<file path="src/rtl/gcd_operand_feeder.sv">
// Buffers operand pairs in a small FIFO and issues them one at a time to the GCD core.
// It waits for core_done or a timeout, then holds the result record until the consumer accepts it.
module gcd_operand_feeder #(
  parameter int WIDTH   = 5,
  parameter int DEPTH   = 4,
  parameter int TIMEOUT = 64
) (
  input  logic             clk,
  input  logic             rst,
  input  logic             in_valid,
  output logic             in_ready,
  input  logic [WIDTH-1:0] in_a,
  input  logic [WIDTH-1:0] in_b,
  output logic [WIDTH-1:0] core_a,
  output logic [WIDTH-1:0] core_b,
  output logic             core_start,
  input  logic             core_done,
  input  logic [WIDTH-1:0] core_result,
  output logic             out_valid,
  input  logic             out_ready,
  output logic [WIDTH-1:0] out_a,
  output logic [WIDTH-1:0] out_b,
  output logic [WIDTH-1:0] out_result,
  output logic             out_err
);

  localparam int PW = $clog2(DEPTH);
  localparam int CW = $clog2(DEPTH + 1);
  localparam int TW = $clog2(TIMEOUT);

  typedef enum logic [1:0] {S_IDLE, S_WAIT, S_HOLD} state_t;

  state_t           state_q, state_d;
  logic [TW-1:0]    timer_q, timer_d;
  logic [PW-1:0]    wr_ptr_q, rd_ptr_q;
  logic [CW-1:0]    count_q;
  logic [WIDTH-1:0] fifo_a_q [DEPTH];
  logic [WIDTH-1:0] fifo_b_q [DEPTH];

  logic             start_q, start_d;
  logic [WIDTH-1:0] core_a_q, core_a_d, core_b_q, core_b_d;
  logic             out_valid_q, out_valid_d, out_err_q, out_err_d;
  logic [WIDTH-1:0] out_a_q, out_a_d, out_b_q, out_b_d, out_result_q, out_result_d;

  logic push, pop;

  assign in_ready = (count_q != CW'(DEPTH));
  assign push     = in_valid && in_ready;
  assign pop      = (state_q == S_IDLE) && (count_q != '0);

  // Storage needs no reset: pointers and count define which entries are live.
  always_ff @(posedge clk) begin
    if (push) begin
      fifo_a_q[wr_ptr_q] <= in_a;
      fifo_b_q[wr_ptr_q] <= in_b;
    end
  end

  always_ff @(posedge clk) begin
    if (rst) begin
      wr_ptr_q <= '0;
      rd_ptr_q <= '0;
      count_q  <= '0;
    end else begin
      if (push) wr_ptr_q <= wr_ptr_q + PW'(1);
      if (pop)  rd_ptr_q <= rd_ptr_q + PW'(1);
      case ({push, pop})
        2'b10:   count_q <= count_q + CW'(1);
        2'b01:   count_q <= count_q - CW'(1);
        default: count_q <= count_q;
      endcase
    end
  end

  always_comb begin
    state_d      = state_q;
    timer_d      = timer_q;
    start_d      = 1'b0;
    core_a_d     = core_a_q;
    core_b_d     = core_b_q;
    out_valid_d  = out_valid_q;
    out_err_d    = out_err_q;
    out_a_d      = out_a_q;
    out_b_d      = out_b_q;
    out_result_d = out_result_q;
    case (state_q)
      S_IDLE: begin
        if (pop) begin
          core_a_d = fifo_a_q[rd_ptr_q];
          core_b_d = fifo_b_q[rd_ptr_q];
          start_d  = 1'b1;
          timer_d  = '0;
          state_d  = S_WAIT;
        end
      end
      S_WAIT: begin
        // A done strobe on the final timer cycle still counts as success.
        if (core_done) begin
          out_result_d = core_result;
          out_a_d      = core_a_q;
          out_b_d      = core_b_q;
          out_err_d    = 1'b0;
          out_valid_d  = 1'b1;
          state_d      = S_HOLD;
        end else if (timer_q == TW'(TIMEOUT - 1)) begin
          out_result_d = '0;
          out_a_d      = core_a_q;
          out_b_d      = core_b_q;
          out_err_d    = 1'b1;
          out_valid_d  = 1'b1;
          state_d      = S_HOLD;
        end else begin
          timer_d = timer_q + TW'(1);
        end
      end
      S_HOLD: begin
        if (out_ready) begin
          out_valid_d = 1'b0;
          state_d     = S_IDLE;
        end
      end
      default: state_d = S_IDLE;
    endcase
  end

  always_ff @(posedge clk) begin
    if (rst) begin
      state_q      <= S_IDLE;
      timer_q      <= '0;
      start_q      <= 1'b0;
      core_a_q     <= '0;
      core_b_q     <= '0;
      out_valid_q  <= 1'b0;
      out_err_q    <= 1'b0;
      out_a_q      <= '0;
      out_b_q      <= '0;
      out_result_q <= '0;
    end else begin
      state_q      <= state_d;
      timer_q      <= timer_d;
      start_q      <= start_d;
      core_a_q     <= core_a_d;
      core_b_q     <= core_b_d;
      out_valid_q  <= out_valid_d;
      out_err_q    <= out_err_d;
      out_a_q      <= out_a_d;
      out_b_q      <= out_b_d;
      out_result_q <= out_result_d;
    end
  end

  assign core_a     = core_a_q;
  assign core_b     = core_b_q;
  assign core_start = start_q;
  assign out_valid  = out_valid_q;
  assign out_err    = out_err_q;
  assign out_a      = out_a_q;
  assign out_b      = out_b_q;
  assign out_result = out_result_q;

endmodule

</file>
<file path="config.mk">
export PLATFORM = sky130hd
export DESIGN_NAME = gcd_operand_feeder
export DESIGN_NICKNAME = d
export VERILOG_FILES = /design/src/rtl/gcd_operand_feeder.sv
export SDC_FILE = /design/constraint.sdc
export NUM_CORES = 1
export LEC_CHECK = 0
export ABC_CLOCK_PERIOD_IN_PS = 3600
export BUFFER_PORTS_ARGS = -buffer_cell sky130_fd_sc_hd__buf_2
export CORE_AREA = 2 2 86 72
export DETAILED_ROUTE_END_ITERATION = 7
export DIE_AREA = 0 0 88 74
export HOLD_SLACK_MARGIN = 0.05
export PLACE_DENSITY_LB_ADDON = 0.2
export SLEW_MARGIN = 20
export SYNTH_ARGS = -nofsm -noshare
export SYNTH_HDL_FRONTEND = slang
export SYNTH_SLANG_ARGS = --single-unit
</file>
<file path="constraint.sdc">
create_clock -name clk -period 3.6 [get_ports clk]
set_input_delay 0.9 -clock clk [delete_from_list [all_inputs] [get_ports clk]]
set_output_delay 0.9 -clock clk [all_outputs]
set_load 0.03 [all_outputs]
</file>
==> results_dict.tcl <==
set metrics [dict create \
    drv_cap 0 \
    postCtsSetupBuffers 0 \
    path_cells "nor3_1 > or3_1 > clkinv_8 > ha_1 > inv_1 > fa_1 > xor2_1 > or3_1 > a21oi_1" \
    die_y_um 74 \
    grt_pass1_wl_um 8830 \
    synthCells 262 \
    critical-path-max-stage-delay_ns 0.60 \
    grt_pass1_vias 1808 \
    core_area_um2 5660 \
    fmax_mhz 392 \
    path_clk_slew_ns 0.09 \
    end_kind "register" \
    cts_tree "yes" \
    wirelength_um 5660 \
    ys_async_sr_fraction_pct 0 \
    grt_max_degree 43 \
    met2_length_um 2500 \
    synthesis.area_um2 3280 \
    nets 334 \
    vias 2098 \
    drt-met1-wl_um 2790 \
    root_buffer "clkbuf_8" \
    cts_hold_buf 0 \
    start_util_pct 57.9 \
    skew_ns 0.00819 \
    viasPerCell 5.34 \
    drive_gt1_share_pct 26.0 \
    multi_input_area_um2 1080 \
    cp.arrival_ns 2.83 \
    antenna_left 0 \
    rows 25 \
    layout_min_cycle_time_ns 2.55 \
    clock_latency_ns 0.35 \
    rsz0062_at_grt "false" \
    fillers 441 \
    crit_top_cell "or3_1" \
    post_cts_resized 0 \
    ys_ff_latch 83 \
    ir_drop_mv 0.363 \
    hpwlAfterDp_um 3920 \
    path_max_fanout 16 \
    drcViolationCount 0 \
    pin_count 49 \
    required_ns 3.88 \
    synth_cell_types 41 \
    power_w 0.00263 \
    clock-sinks 83 \
    fin_util_pct 65.7 \
    yosysSeqAreaShare_pct 62.9 \
    top_layer "met4" \
    slew_viol_final 0 \
    slew_headroom_pct 49.8 \
    place_congestion 0.837 \
    fin_crit_sh_pct 70.8 \
    layout_common_cells "48 x buf_2, 43 x dfxtp_1, 40 x edfxtp_1" \
    powerDensity_nw_per_um2 707 \
    synth_area_per_cell_um2 12.5 \
    grt_overflow 0 \
    syn_to_final_growth_pct 13.5 \
    stdcell_area_um2 3720 \
    hp-class "reg2reg" \
    cp_slowest_cell "or3_1" \
    firstDrtPassIters 4 \
    wl_met3_um 290 \
    port_buffers 48 \
    htree_levels 3 \
    leakage_nw 1.40 \
    drt_iter0_drc 108 \
    synth_warnings 0 \
    outcome "finished, final reports clean" \
    cts_buffers 9 \
    die_width_um 88 \
    startpoint_type "register" \
    clk_path_buf_depth 2 \
    finalSetupTns_ns 0 \
    grt_antenna_before_repair 0 \
    finalHoldViolCount 0 \
    synthFlopType "dfxtp_1" \
    synth_edf_count 40 \
    die-area_um2 6510 \
    setup_violations 0 \
    grt_use_total_pct 18.3 \
    critical_path_class "reg2reg" \
    syn_nets 289 \
    final_common_cell "buf_2" \
    antenna_cells 0 \
    post_drt_wl_per_cell_um 14.4 \
    tightest_slew_ns 0.753 \
    seq_area_um2 2060 \
    place_area_um2 3550 \
]
power breakdown:
| group | total (W) | leakage (nW) | internal (W) | switching, W |
|---|---|---|---|---|
| Sequential | 0.00127 | 0.717 | 0.00115 | 0.000123 |
| Combinational | 0.000773 | 0.593 | 0.000280 | 0.000494 |
| Clock | 0.000586 | 0.0860 | 0.000253 | 0.000333 |
| Total | 0.00263 | 1.40 | 0.00168 | 0.000950 |
cell usage after synthesis, drive strengths merged (2+ instances only):
master	count	area, µm²
nor2	9	33.8
o21ai	12	60.1
buf	7	51.3
or3	4	25.0
edfxtp	40	1200
dfxtp	43	861
nand2b	4	25.0
nand2	25	93.8
o32ai	2	17.5
a211o	2	17.5
and3	5	31.3
mux4	10	225
a21oi	30	158
a21o	2	15.0
xnor2	3	26.3
xor2	2	17.5
clkbuf	8	30.0
nor3	4	20.0
a22o	5	43.8
ha	6	75.1
nand3	14	70.1
nor3b	2	15.0
inv	10	37.5
flip-flops by register name, summed over array words and instances, names as in the netlist:
signal	count
out_err	1
out_a	5
out_valid	1
timer_q	6
rd_ptr_q	2
fifo_b_q	20
count_q	3
wr_ptr_q	2
out_result	5
core_b	5
core_a	5
out_b	5
fifo_a_q	20
core_start	1
state_q	2
per-stage QoR:
stage | hold WS [ns] | setup slack, ns | instances
floorplan | 0.460 | 1.21 | 262
global placement | 0.456 | 1.12 | 377
detailed placement | 0.459 | 1.06 | 377
CTS | 0.474 | 1.04 | 393
global route | 0.503 | 0.910 | 393
finish | 0.470 | 1.05 | 393
critical path: cells and delay by family (launching register included):
| kind | cells | cell delay, ns |
|---|---|---|
| simple gates | 3 | 0.98 |
| fa+ha+maj | 2 | 0.56 |
| flops | 1 | 0.39 |
| buf+inv | 2 | 0.25 |
| xor+xnor | 1 | 0.15 |
| compound gates | 1 | 0.14 |
cell type report:
type	instances	area share, %
clock buffers	9	3.33
clock inverters	7	1.38
inverters	11	1.45
multi-input cells	153	29.1
flip-flops and latches	83	55.4
well taps	81	2.72
repair buffers	49	6.66
metal layers:
layer	up-vias	track usage [%]
met1	985	26.1
met4	0	6.84
met5	-	0
li1	1049	-
met2	55	26.3
met3	9	6.22
cell families after synthesis:
family                     synth area share [%]
buffers and inverters                      4.12
adders and majority gates                  2.90
xor gates and xnor gates                   1.34
AOI/OAI and AO/OA                          10.9
muxes                                      6.87
and+or+nand+nor                            11.0
DFF                                        62.9
path summary, 6_finish.rpt:
check	start	to	slack, ns	depth (start not counted)
worst max-delay path	count_q[0]$_SDFFE_PP0P_	count_q[2]$_SDFFE_PP0P_	1.05	9
worst min-delay path	out_err$_SDFFE_PP0P_	out_err$_SDFFE_PP0P_	0.47	2
worst max register to register	count_q[0]$_SDFFE_PP0P_	count_q[2]$_SDFFE_PP0P_	1.05	9
worst min register to register	out_err$_SDFFE_PP0P_	out_err$_SDFFE_PP0P_	0.47	2
(Power assumes the default switching activity.)
